### src/rtl/ram_write_router_if.sv
// Bundle of the two DMA buffer streams and the six per-bank write ports.
// The buffers and the bench drive it through the master side. The router
// drives the bank writes through the slave side.
interface ram_write_router_if #(
  parameter int DD_WIDTH       = 16,
  parameter int RAM_ADDR_WIDTH = 4
);
  logic [DD_WIDTH-1:0]         ch1_data;
  logic [RAM_ADDR_WIDTH-1:0]   ch1_addr;
  logic [2:0]                  ch1_sel;
  logic                        ch1_valid;
  logic [DD_WIDTH-1:0]         ch2_data;
  logic [RAM_ADDR_WIDTH-1:0]   ch2_addr;
  logic [2:0]                  ch2_sel;
  logic                        ch2_valid;
  logic [5:0]                  bank_we;
  logic [6*RAM_ADDR_WIDTH-1:0] bank_waddr;
  logic [6*DD_WIDTH-1:0]       bank_wdata;

  modport master (
    output ch1_data, ch1_addr, ch1_sel, ch1_valid,
    output ch2_data, ch2_addr, ch2_sel, ch2_valid,
    input  bank_we, bank_waddr, bank_wdata
  );

  modport slave (
    input  ch1_data, ch1_addr, ch1_sel, ch1_valid,
    input  ch2_data, ch2_addr, ch2_sel, ch2_valid,
    output bank_we, bank_waddr, bank_wdata
  );
endinterface

### src/rtl/ram_write_router.sv
// Routes the two DMA buffer streams into six on-chip RAM banks.
// Channel 1 always has priority. A channel-2 word that collides with channel 1
// is parked in a small FIFO so that channel-2 order is kept.
// Per-bank word counters report when the banks of the current load are full.
module ram_write_router #(
  parameter int DD_WIDTH       = 16,
  parameter int RAM_ADDR_WIDTH = 4,
  parameter int QDEPTH         = 4   // power of two, at least 2
) (
  input  logic               clk_h,
  input  logic               rst_h,
  input  logic               load_start,
  input  logic [5:0]         bank_mask,
  ram_write_router_if.slave  wr,
  output logic [5:0]         bank_full,
  output logic               busy,
  output logic               load_done,
  output logic               ovf_err,
  output logic               sel_err
);
  localparam int NBANK = 6;
  localparam int QAW   = $clog2(QDEPTH);
  localparam int QW    = 3 + RAM_ADDR_WIDTH + DD_WIDTH;
  localparam logic [RAM_ADDR_WIDTH:0] FULL_CNT = {1'b1, {RAM_ADDR_WIDTH{1'b0}}};
  localparam logic [QAW:0]            Q_FULL   = {1'b1, {QAW{1'b0}}};

  typedef enum logic [1:0] {ST_IDLE, ST_LOAD, ST_DONE} state_t;
  state_t state_reg, state_next;

  // Select codes 001..110 name a bank. 000 and 111 carry no bank.
  function automatic logic sel_ok(input logic [2:0] s);
    return (s != 3'b000) && (s != 3'b111);
  endfunction

  // Input stage registers
  logic                      ch1_v_reg, ch2_v_reg;
  logic [2:0]                ch1_sel_reg, ch2_sel_reg;
  logic [RAM_ADDR_WIDTH-1:0] ch1_addr_reg, ch2_addr_reg;
  logic [DD_WIDTH-1:0]       ch1_data_reg, ch2_data_reg;
  logic [5:0]                mask_reg;

  // Channel-2 collision queue
  logic [QW-1:0]  q_mem [QDEPTH];
  logic [QAW-1:0] q_wr_ptr_reg, q_rd_ptr_reg;
  logic [QAW:0]   q_cnt_reg;

  logic                      accept_w, wr_gate;
  logic                      ch1_hit, ch2_hit, ch2_direct, ch2_want_q;
  logic [2:0]                ch1_bank, ch2_bank, head_bank;
  logic [RAM_ADDR_WIDTH-1:0] head_addr;
  logic [DD_WIDTH-1:0]       head_data;
  logic                      q_empty, q_full, q_pop, q_push;
  logic [5:0]                we_w, blk_w;
  logic [6*RAM_ADDR_WIDTH-1:0] waddr_w;
  logic [6*DD_WIDTH-1:0]       wdata_w;
  logic                      ovf_hit, sel_hit;

  // Words are taken only while a load is running. The word that arrives with
  // load_start belongs to the aborted load, so it is not taken.
  assign accept_w = (state_reg == ST_LOAD) && !load_start;
  // No bank writes happen in a restart cycle or a reset cycle.
  assign wr_gate  = !load_start && !rst_h;

  assign ch1_bank  = ch1_sel_reg - 3'd1;
  assign ch2_bank  = ch2_sel_reg - 3'd1;
  assign ch1_hit   = wr_gate && ch1_v_reg && sel_ok(ch1_sel_reg);
  assign ch2_hit   = wr_gate && ch2_v_reg && sel_ok(ch2_sel_reg);

  assign q_empty   = (q_cnt_reg == '0);
  assign q_full    = (q_cnt_reg == Q_FULL);
  assign head_bank = q_mem[q_rd_ptr_reg][QW-1 -: 3];
  assign head_addr = q_mem[q_rd_ptr_reg][DD_WIDTH +: RAM_ADDR_WIDTH];
  assign head_data = q_mem[q_rd_ptr_reg][DD_WIDTH-1:0];

  // The queue head drains whenever channel 1 is not using the head's bank.
  assign q_pop      = wr_gate && !q_empty && !(ch1_hit && ch1_bank == head_bank);
  // Channel 2 bypasses the queue only if this keeps its order and avoids channel 1.
  assign ch2_direct = ch2_hit && q_empty && !(ch1_hit && ch1_bank == ch2_bank);
  assign ch2_want_q = ch2_hit && !ch2_direct;
  assign q_push     = ch2_want_q && (!q_full || q_pop);

  assign ovf_hit = (|blk_w) || (ch2_want_q && !q_push);
  assign sel_hit = wr_gate && ((ch1_v_reg && ch1_sel_reg == 3'b111) ||
                               (ch2_v_reg && ch2_sel_reg == 3'b111));

  for (genvar gi = 0; gi < NBANK; gi++) begin : g_bank
    logic                      tgt;
    logic [RAM_ADDR_WIDTH-1:0] addr_sel;
    logic [DD_WIDTH-1:0]       data_sel;
    logic [RAM_ADDR_WIDTH:0]   cnt_reg;
    logic [RAM_ADDR_WIDTH-1:0] waddr_reg;
    logic [DD_WIDTH-1:0]       wdata_reg;

    // Pick this bank's writer. Arbitration above lets at most one source hit a bank.
    always_comb begin
      tgt      = 1'b0;
      addr_sel = '0;
      data_sel = '0;
      if (ch1_hit && ch1_bank == 3'(gi)) begin
        tgt      = 1'b1;
        addr_sel = ch1_addr_reg;
        data_sel = ch1_data_reg;
      end else if (ch2_direct && ch2_bank == 3'(gi)) begin
        tgt      = 1'b1;
        addr_sel = ch2_addr_reg;
        data_sel = ch2_data_reg;
      end else if (q_pop && head_bank == 3'(gi)) begin
        tgt      = 1'b1;
        addr_sel = head_addr;
        data_sel = head_data;
      end
    end

    assign bank_full[gi] = (cnt_reg == FULL_CNT);
    assign we_w[gi]      = tgt && !bank_full[gi];
    assign blk_w[gi]     = tgt && bank_full[gi];
    assign waddr_w[gi*RAM_ADDR_WIDTH +: RAM_ADDR_WIDTH] = we_w[gi] ? addr_sel : waddr_reg;
    assign wdata_w[gi*DD_WIDTH +: DD_WIDTH]             = we_w[gi] ? data_sel : wdata_reg;

    // Count the writes and keep the last address/data so idle slices hold their value.
    always_ff @(posedge clk_h) begin
      if (rst_h) begin
        cnt_reg   <= '0;
        waddr_reg <= '0;
        wdata_reg <= '0;
      end else begin
        if (load_start)
          cnt_reg <= '0;
        else if (we_w[gi])
          cnt_reg <= cnt_reg + 1'b1;
        if (we_w[gi]) begin
          waddr_reg <= addr_sel;
          wdata_reg <= data_sel;
        end
      end
    end
  end

  assign wr.bank_we    = we_w;
  assign wr.bank_waddr = waddr_w;
  assign wr.bank_wdata = wdata_w;

  // Register each channel once. Valid is qualified by the load window.
  always_ff @(posedge clk_h) begin
    if (rst_h) begin
      ch1_v_reg    <= 1'b0;
      ch2_v_reg    <= 1'b0;
      ch1_sel_reg  <= '0;
      ch2_sel_reg  <= '0;
      ch1_addr_reg <= '0;
      ch2_addr_reg <= '0;
      ch1_data_reg <= '0;
      ch2_data_reg <= '0;
    end else begin
      ch1_v_reg    <= wr.ch1_valid && accept_w;
      ch2_v_reg    <= wr.ch2_valid && accept_w;
      ch1_sel_reg  <= wr.ch1_sel;
      ch2_sel_reg  <= wr.ch2_sel;
      ch1_addr_reg <= wr.ch1_addr;
      ch2_addr_reg <= wr.ch2_addr;
      ch1_data_reg <= wr.ch1_data;
      ch2_data_reg <= wr.ch2_data;
    end
  end

  // Queue pointers, mask latch and sticky errors. A load_start flushes and re-arms.
  always_ff @(posedge clk_h) begin
    if (rst_h) begin
      q_wr_ptr_reg <= '0;
      q_rd_ptr_reg <= '0;
      q_cnt_reg    <= '0;
      mask_reg     <= '0;
      ovf_err      <= 1'b0;
      sel_err      <= 1'b0;
    end else if (load_start) begin
      q_wr_ptr_reg <= '0;
      q_rd_ptr_reg <= '0;
      q_cnt_reg    <= '0;
      mask_reg     <= bank_mask;
      ovf_err      <= 1'b0;
      sel_err      <= 1'b0;
    end else begin
      if (q_push)
        q_wr_ptr_reg <= q_wr_ptr_reg + 1'b1;
      if (q_pop)
        q_rd_ptr_reg <= q_rd_ptr_reg + 1'b1;
      if (q_push && !q_pop)
        q_cnt_reg <= q_cnt_reg + 1'b1;
      else if (q_pop && !q_push)
        q_cnt_reg <= q_cnt_reg - 1'b1;
      if (ovf_hit)
        ovf_err <= 1'b1;
      if (sel_hit)
        sel_err <= 1'b1;
    end
  end

  // Queue storage. Its contents are don't-care while the queue is empty.
  always_ff @(posedge clk_h) begin
    if (q_push)
      q_mem[q_wr_ptr_reg] <= {ch2_bank, ch2_addr_reg, ch2_data_reg};
  end

  // FSM state register
  always_ff @(posedge clk_h) begin
    if (rst_h)
      state_reg <= ST_IDLE;
    else
      state_reg <= state_next;
  end

  // FSM next state. A load_start in any state (re)starts a load.
  always_comb begin
    state_next = state_reg;
    case (state_reg)
      ST_IDLE: if (load_start) state_next = ST_LOAD;
      ST_LOAD: begin
        if (load_start)
          state_next = ST_LOAD;
        else if (((bank_full & mask_reg) == mask_reg) && q_empty)
          state_next = ST_DONE;
      end
      ST_DONE: state_next = load_start ? ST_LOAD : ST_IDLE;
      default: state_next = ST_IDLE;
    endcase
  end

  // FSM outputs
  always_comb begin
    busy      = (state_reg == ST_LOAD);
    load_done = (state_reg == ST_DONE);
  end
endmodule

### src/flat_wrapper.sv
// flat-port wrapper written by rule: the top's interface ports become plain ports
module ram_write_router_flat 
#(
  parameter int DD_WIDTH       = 16,
  parameter int RAM_ADDR_WIDTH = 4,
  parameter int QDEPTH         = 4                              
)
  (clk_h, rst_h, load_start, bank_mask, bank_full, busy, load_done, ovf_err, sel_err, wr_ch1_data, wr_ch1_addr, wr_ch1_sel, wr_ch1_valid, wr_ch2_data, wr_ch2_addr, wr_ch2_sel, wr_ch2_valid, wr_bank_we, wr_bank_waddr, wr_bank_wdata);
  ram_write_router_if #(.DD_WIDTH(DD_WIDTH), .RAM_ADDR_WIDTH(RAM_ADDR_WIDTH)) wr_i ();
  input  logic clk_h;
  input  logic rst_h;
  input  logic load_start;
  input  logic [5:0] bank_mask;
  output logic [5:0] bank_full;
  output logic busy;
  output logic load_done;
  output logic ovf_err;
  output logic sel_err;
  input wire logic [$bits(wr_i.ch1_data)-1:0] wr_ch1_data;
  input wire logic [$bits(wr_i.ch1_addr)-1:0] wr_ch1_addr;
  input wire logic [$bits(wr_i.ch1_sel)-1:0] wr_ch1_sel;
  input wire logic [$bits(wr_i.ch1_valid)-1:0] wr_ch1_valid;
  input wire logic [$bits(wr_i.ch2_data)-1:0] wr_ch2_data;
  input wire logic [$bits(wr_i.ch2_addr)-1:0] wr_ch2_addr;
  input wire logic [$bits(wr_i.ch2_sel)-1:0] wr_ch2_sel;
  input wire logic [$bits(wr_i.ch2_valid)-1:0] wr_ch2_valid;
  output wire logic [$bits(wr_i.bank_we)-1:0] wr_bank_we;
  output wire logic [$bits(wr_i.bank_waddr)-1:0] wr_bank_waddr;
  output wire logic [$bits(wr_i.bank_wdata)-1:0] wr_bank_wdata;
  assign wr_i.ch1_data = wr_ch1_data;
  assign wr_i.ch1_addr = wr_ch1_addr;
  assign wr_i.ch1_sel = wr_ch1_sel;
  assign wr_i.ch1_valid = wr_ch1_valid;
  assign wr_i.ch2_data = wr_ch2_data;
  assign wr_i.ch2_addr = wr_ch2_addr;
  assign wr_i.ch2_sel = wr_ch2_sel;
  assign wr_i.ch2_valid = wr_ch2_valid;
  assign wr_bank_we = wr_i.bank_we;
  assign wr_bank_waddr = wr_i.bank_waddr;
  assign wr_bank_wdata = wr_i.bank_wdata;
  ram_write_router #(.DD_WIDTH(DD_WIDTH), .RAM_ADDR_WIDTH(RAM_ADDR_WIDTH), .QDEPTH(QDEPTH)) u_core (.clk_h(clk_h), .rst_h(rst_h), .load_start(load_start), .bank_mask(bank_mask), .wr(wr_i), .bank_full(bank_full), .busy(busy), .load_done(load_done), .ovf_err(ovf_err), .sel_err(sel_err));
endmodule
### config.mk
export PLATFORM = sky130hd
export DESIGN_NAME = ram_write_router_flat
export DESIGN_NICKNAME = d
export VERILOG_FILES = /design/src/rtl/ram_write_router_if.sv /design/src/rtl/ram_write_router.sv /design/src/flat_wrapper.sv
export SDC_FILE = /design/constraint.sdc
export NUM_CORES = 1
export LEC_CHECK = 0
export CORE_MARGIN = 5
export CORE_UTILIZATION = 35
export CTS_BUF_LIST = sky130_fd_sc_hd__clkbuf_8
export DETAILED_ROUTE_END_ITERATION = 12
export DONT_BUFFER_PORTS = 1
export SLEW_MARGIN = 30
export SYNTH_ARGS = -nofsm -noshare
export SYNTH_HDL_FRONTEND = slang
export SYNTH_SLANG_ARGS = --single-unit
### constraint.sdc
create_clock -name clk_h -period 5.1 [get_ports clk_h]
set_clock_uncertainty 0.1 [all_clocks]
set_input_delay 0.765 -clock clk_h [delete_from_list [all_inputs] [get_ports clk_h]]
set_output_delay 0.765 -clock clk_h [all_outputs]
set_load 0.01 [all_outputs]
==> run_results.csv, run 1 <==
group,metric,value,unit
sta,finalSetupTns,0,ns
floorplan,core,43900,µm²
routing,vias_per_cell,5.70,
worst_setup_path,arrival,4.06,ns
worst_setup_path,r2r_end,"u_core.q_cnt_reg[2]",
global_routing,antenna_found_initial,0,
final_layout,final_cells,2202,
final_layout,drive_above_1_share,18.0,%
routing,vias,12546,
placement,place_inst,2102,
final_layout,area_growth,13.1,%
synthesis,ys_types,81,
synthesis,synth_top_area_share,28.1,%
cts,cts-root-buf,"clkbuf_8",
cts,clk_pin_slew,0.06,ns
worst_setup_path,crit_path_end_kind,"primary output",
final_layout,n_antenna_cell,0,
cts,cts-buffers-inserted,55,
placement,dp_hpwl,36000,µm
sta,max_slew_margin,42.0,%
worst_setup_path,worstPathCellList,"buf_4 -> mux4_2 -> xnor2_4 -> nor3_1 -> o211ai_2 -> nand2_2 -> o31ai_1 -> buf_4",
synthesis,synth_most_common_cell,"dfxtp_1",
final_layout,largest_reg_flops,96,
worst_setup_path,required,4.24,ns
cts,clk_path_buf_depth,3,
floorplan,io_pins,193,
routing,wl,51800,µm
sta,fin_crit,4.93,ns
pwr,powerDensity,295,nW/µm²
hold_path,hold_path_class,"in -> reg",
cts,clock-sinks,309,
global_routing,overflow,0,
final_layout,final_nets,1654,
synthesis,async_reset_ff_share,0,%
worst_setup_path,crit_top_cell,"buf_4",
global_routing,grt_max_degree,179,
global_routing,grt_pass1_vias,11836,
synthesis,ys_warn_count,0,
sta,worst_slew_pin_slew,0.870,ns
synthesis,synth_area_leaders,"dfxtp_1 28%, edfxtp_1 18%, mux2i_1 3.4%",
worst_setup_path,criticalPathCategory,"reg -> out",
worst_setup_path,cp_max_fo,27,
floorplan,start_util,35.1,%
synthesis,syn_nets,1631,
hold_path,holdPathStages,1,
run_status,status,"completed",
synthesis,synthTopCellsByCount,"217 x dfxtp_1, 113 x nand2_1, 111 x nor2_1",
synthesis,mappedNetlistArea,15400,µm²
sta,max_freq,203,MHz
synthesis,syn_inst,1545,
floorplan,die_x,220,µm
routing,dr.pass1.iters,6,
synthesis,synth-edff-count,92,
sta,setup_viol,0,
cts,holdBufCountCts,0,
sta,maxSlewViolCount,0,
placement,port-buffer-count,0,
global_routing,grt_usage,20.5,%
cts,cts_max_level,2,
synthesis,ys.flop_type,"dfxtp_1",
synthesis,postSynthRegisterBits,309,
routing,drtAntennaViolNets,0,
pwr,peakVddDrop,0.000191,V
pwr,cellLeakagePower,6.67,nW
worst_setup_path,max_stage_delay,0.85,ns
routing,drt-initial-drc-count,1407,
run,maxCapViolCount,0,
cts,clkLatencyLatePin,0.67,ns
routing,drc,0,
floorplan,die_h,220,µm
routing,drt-wirelength-per-cell,23.5,µm
final_layout,fillers,4307,
sta,hold_violations,0,
hold_path,min_to,"u_core.ch1_addr_reg[1]",
floorplan,die-area,48400,µm²
worst_setup_path,critPathLaunchType,"flip-flop",
worst_setup_path,r2r_slack,1.01,ns
floorplan,std_cell_rows,77,
global_routing,grt_pass1_wl,75500,µm
synthesis,synth_area_leader_cell,"dfxtp_1",
cts,cts_tree,"built",
worst_setup_path,ff2ff_path_depth,10,
hold_path,hp-start,"wr_ch1_addr[1]",
sta,period_share,96.6,%
worst_setup_path,slowest_stage,"mux4_2",
synthesis,syn_area_per_cell,9.99,µm²
synthesis,yosysSeqAreaShare,46.0,%
placement,finalWeightedCongestion,0.892,
placed cells by master, fill, tap and decap left out, types with 4 or more instances in the layout:
cell type,count
a21oi_2,9
o211ai_2,27
a221oi_1,9
mux2i_1,52
and3_1,42
nor2_1,110
o21ai_0,91
a22o_1,20
edfxtp_1,92
nor3_1,38
buf_4,87
o2bb2ai_1,20
clkbuf_8,72
o21ai_1,22
xnor2_1,11
xor2_1,8
dfxtp_1,217
o22ai_1,18
a21oi_1,85
a211oi_1,20
o31ai_4,4
mux4_2,23
a211oi_2,12
o311ai_0,6
inv_1,69
nand3_1,35
inv_2,4
o31ai_1,10
nand2b_1,38
ha_1,28
a2111oi_2,9
o211ai_1,15
nor2b_1,53
clkinv_2,8
or3_1,8
a221o_1,40
nand2_1,112
and2_1,19
nand4_1,5
through the flow:
stage | total power, mW | utilization [%] | worst slack (ns) | instance area (µm²) | hold WS (ns)
CTS | 5.21 | 39.8 | 0.0644 | 17500 | 0.0653
global placement | 2.78 | 37.1 | 0.431 | 16300 | 0.335
detailed placement | 2.78 | 37.1 | 0.328 | 16300 | 0.345
global route | 5.33 | 39.8 | -0.000521 | 17500 | 0.0884
finish | 5.15 | 39.8 | 0.171 | 17500 | 0.122
floorplan | 2.74 | - | 1.35 | 15400 | 0.332
power breakdown:
group | total (mW) | switching, mW | internal [mW]
logic | 0.112 | 0.0646 | 0.0471
clock network | 2.41 | 1.09 | 1.33
registers | 2.62 | 0.0704 | 2.55
total | 5.15 | 1.22 | 3.93
metal layers:
metal  part of all wire [%]  global-route usage [%]  vias to the layer above
met4                    3.8                    8.26                        2
met1                     43                    28.3                     6071
met3                    9.4                    5.04                      125
met5                  0.091                   0.833                        -
met2                     44                    30.8                      637
li1                       -                       -                     5711
timing repair:
item / CTS / global route
setup buffers: 1 / 0
gates resized for setup: 0 / 2
pin swaps: 1 / 0
setup endpoints to repair: 20 / 25
cell families after synthesis:
kind of cell | synth area share, %
XOR/XNOR | 1.51
multiplexers | 6.95
flip-flops | 46.0
AND/OR/NAND/NOR | 15.7
AO/OA/AOI/OAI | 22.0
buffers and inverters | 5.38
adder cells (fa/ha/maj) | 2.40
layout make-up:
class	count	area (µm²)	area share (%)
Clock buffer	72	991	5.67
Timing Repair Buffer	90	713	4.08
Multi-Input combinational cell	1053	7520	43.1
Tap cell	592	741	4.24
Sequential cell	309	7110	40.7
Inverter	59	221	1.27
Clock inverter	27	173	0.989
critical path, delay by kind of cell, from the launching register on:
family	cells	cell delay, ns
compound gates	2	0.94
mux	1	0.85
simple gates	2	0.52
buf+inv	2	0.46
flops	1	0.33
xor+xnor	1	0.32
worst max path at each step:
stage	from	endpoint	slack, ns	cells past startpoint
after detailed placement	u_core.ch2_sel_reg[0]	wr_bank_wdata[51]	0.33	12
after floorplan	u_core.ch1_sel_reg[0]	u_core.q_cnt_reg[2]	1.35	14
after global routing	u_core.ch2_sel_reg[0]	wr_bank_waddr[15]	-0.0005	11
after global placement	u_core.ch2_sel_reg[0]	wr_bank_wdata[51]	0.43	12
final	flip-flop	wr_bank_wdata[70]	0.17	8
after CTS	u_core.ch2_sel_reg[0]	wr_bank_wdata[41]	0.06	11
No activity file was read; power rests on OpenSTA's default activity.
==> run 2: changes to the inputs <==
--- a/config.mk
+++ b/config.mk
@@ -5,9 +5,8 @@
 export SDC_FILE = /design/constraint.sdc
 export NUM_CORES = 1
 export LEC_CHECK = 0
-export CORE_MARGIN = 5
+export CORE_MARGIN = 2
 export CORE_UTILIZATION = 35
-export CTS_BUF_LIST = sky130_fd_sc_hd__clkbuf_8
 export DETAILED_ROUTE_END_ITERATION = 12
 export DONT_BUFFER_PORTS = 1
 export SLEW_MARGIN = 30
==> run 2 against run 1 <==
  * Maximum frequency increased by 2.2%
  * Critical path depth increased by 4
  * Core utilization increased by 0.94 points
  * First-iteration DRC count decreased by 24%
  * Routed wire length decreased by 3.3%
  * Combinational power about the same
  * Final area increased by 0.80%
  * Worst setup slack improved by 0.11 ns
  * Flip-flop and latch count unchanged
  * Power increased by 7.7%
  * Clock power increased by 17%
  * Critical path type unchanged
==> run_results.csv, run 2 (synthesis results as in run 1) <==
group,metric,value,unit
global_routing,grt.busiest_layer,"met2",
pwr,cell_internal_pwr,4.32,mW
cts,cts_tree,"built",
routing,drc,0,
worst_setup_path,ff2ff_path_depth,13,
sta,hold_violations,0,
final_layout,fillers,4173,
cts,cts_max_level,2,
final_layout,fin_area,17600,µm²
cts,cts-buffers-inserted,37,
floorplan,core,43300,µm²
global_routing,overflow,0,
pwr,p_comb_share,2.0,%
hold_path,holdPathStages,1,
sta,max_slew_margin,39.0,%
floorplan,die_h,214,µm
worst_setup_path,arrival,3.96,ns
global_routing,grt_usage,21.2,%
floorplan,start_util,35.7,%
routing,drt-wirelength-per-cell,23.2,µm
sta,finalSetupTns,0,ns
routing,wl,50100,µm
cts,clock-sinks,309,
sta,worst_slew_pin_slew,0.914,ns
global_routing,grt_pass1_vias,11499,
placement,dp_hpwl,35000,µm
routing,drt-initial-drc-count,1070,
sta,max_freq,207,MHz
cts,holdBufCountCts,0,
placement,port-buffer-count,0,
worst_setup_path,required,4.24,ns
worst_setup_path,crit_path_end_kind,"primary output",
floorplan,std_cell_rows,76,
sta,rsz0062_at_grt,"no",
run_status,status,"completed",
worst_setup_path,max_stage_delay,0.44,ns
run,maxCapViolCount,0,
pwr,cellLeakagePower,6.66,nW
cts,clk_pin_slew,0.06,ns
cts,clkLatencyLatePin,0.56,ns
final_layout,drive_above_1_share,17.0,%
sta,period_share,94.6,%
final_layout,final_common_cell,"dfxtp_1",
global_routing,grt_pass1_wl,74300,µm
floorplan,die-area,45800,µm²
worst_setup_path,critPathLaunchType,"flip-flop",
cts,cts-root-buf,"clkbuf_16",
pwr,peakVddDrop,0.000227,V
pwr,powerDensity,315,nW/µm²
global_routing,use_met1,30.1,%
pwr,seqPwrFrac,47.4,%
sta,setup_viol,0,
final_layout,fin_util,40.7,%
global_routing,antenna_found_initial,2,
routing,drtAntennaViolNets,0,
hold_path,hp-start,"rst_h",
final_layout,final_cell_mix,"217 x dfxtp_1, 112 x nand2_1, 111 x nor2_1, 92 x edfxtp_1, 91 x o21ai_0",
pwr,power_frac_clock,50.7,%
sta,fin_crit,4.82,ns
cts,clk_path_buf_depth,3,
floorplan,io_pins,193,
worst_setup_path,cp_max_fo,41,
final_layout,n_antenna_cell,0,
global_routing,grtUsageMet3,5.35,%
worst_setup_path,criticalPathCategory,"reg -> out",
final_layout,largest_reg_flops,96,
placement,finalWeightedCongestion,0.814,
sta,maxSlewViolCount,0,
worst_setup_path,r2r-start,"u_core.ch2_sel_reg[0]",
global_routing,use_met2,31.0,%
routing,vias,12311,
hold_path,hold_path_class,"in -> reg",
routing,dr.pass1.iters,7,
worst_setup_path,worstPathCellList,"inv_1 -> ha_1 -> ha_1 -> xnor3_1 -> and3_2 -> a211oi_4 -> buf_4 -> a211o_2 -> nand2_2 -> buf_12 -> o21ai_0 -> buf_4",
worst_setup_path,crit_path_start,"u_core.ch2_sel_reg[0]",
pwr,p_switching,1.22,mW
pwr,switching_share,22.0,%
final_layout,final_nets,1636,
floorplan,die_x,214,µm
worst_setup_path,slowest_stage,"ha_1",
global_routing,grt_max_degree,179,
routing,vias_per_cell,5.69,
placement,place_area,16300,µm²
final_layout,area_growth,14.0,%
[run 2: cell count changes in the layout (fill, tap and decap cells not counted), sizes merged]
cell / before / now
clkbuf: 72 / 51
bufinv: 1 / 4
clkinvlp: 0 / 2
clkinv: 8 / 9
inv: 77 / 61
[run 2: power groups by stage]
stage | registers (mW) | logic [mW] | clock network [mW]
after floorplan | 2.64 | 0.103 | 0
after global placement | 2.67 | 0.105 | 0
after detailed placement | 2.67 | 0.107 | 0
after CTS | 2.62 | 0.107 | 2.86
after global routing | 2.62 | 0.120 | 2.96
final | 2.62 | 0.109 | 2.81
[run 2: repair_timing]
| item | 4_1_cts | 5_1_grt |
|---|---|---|
| gates resized for setup | 0 | 5 |
| setup buffers | 1 | 0 |
| pin swaps | 1 | 0 |
| endpoints found under the setup margin | 15 | 9 |
[run 2: per-layer routing]
| metal | wire length, µm | vias to the layer above |
|---|---|---|
| met2 | 21300 | 562 |
| met1 | 22500 | 5977 |
| met3 | 4770 | 90 |
| met5 | 28 | - |
| li1 | - | 5678 |
| met4 | 1530 | 4 |
[run 2: critical path, delay by kind of cell (launching register included)]
kind / cells / cell delay (ns)
buf+inv: 4 / 0.83
xor+xnor: 1 / 0.27
simple gates: 2 / 0.38
flops: 1 / 0.40
compound gates: 3 / 0.81
fa+ha+maj: 2 / 0.67
[run 2: layout make-up]
type	instances	area (µm²)	share of cell area, %
Sequential cell	309	7110	40.4
Multi-Input combinational cell	1053	7540	42.8
Tap cell	585	732	4.16
Timing Repair Buffer	90	701	3.98
Inverter	59	223	1.26
Clock inverter	17	201	1.14
Clock buffer	51	1100	6.27
[run 2: worst paths after layout]
check	endpoint	slack (ns)
min	u_core.mask_reg[4]	0.20
max reg2reg	u_core.q_cnt_reg[2]	1.01
max	wr_bank_wdata[81]	0.28
min reg2reg	u_core.g_bank[0].wdata_reg[15]	0.35
[run 2: through the flow]
step / total power, mW / cells / setup WS [ns] / hold WS [ns]
5_1_grt: 5.70 / 2164 / 0.0520 / 0.179
6_report: 5.54 / 2164 / 0.276 / 0.201
3_3_place_gp: 2.78 / 2095 / 0.374 / 0.341
3_5_place_dp: 2.78 / 2095 / 0.235 / 0.349
2_1_floorplan: 2.74 / 1545 / 1.35 / 0.332
4_1_cts: 5.58 / 2164 / 0.0920 / 0.179
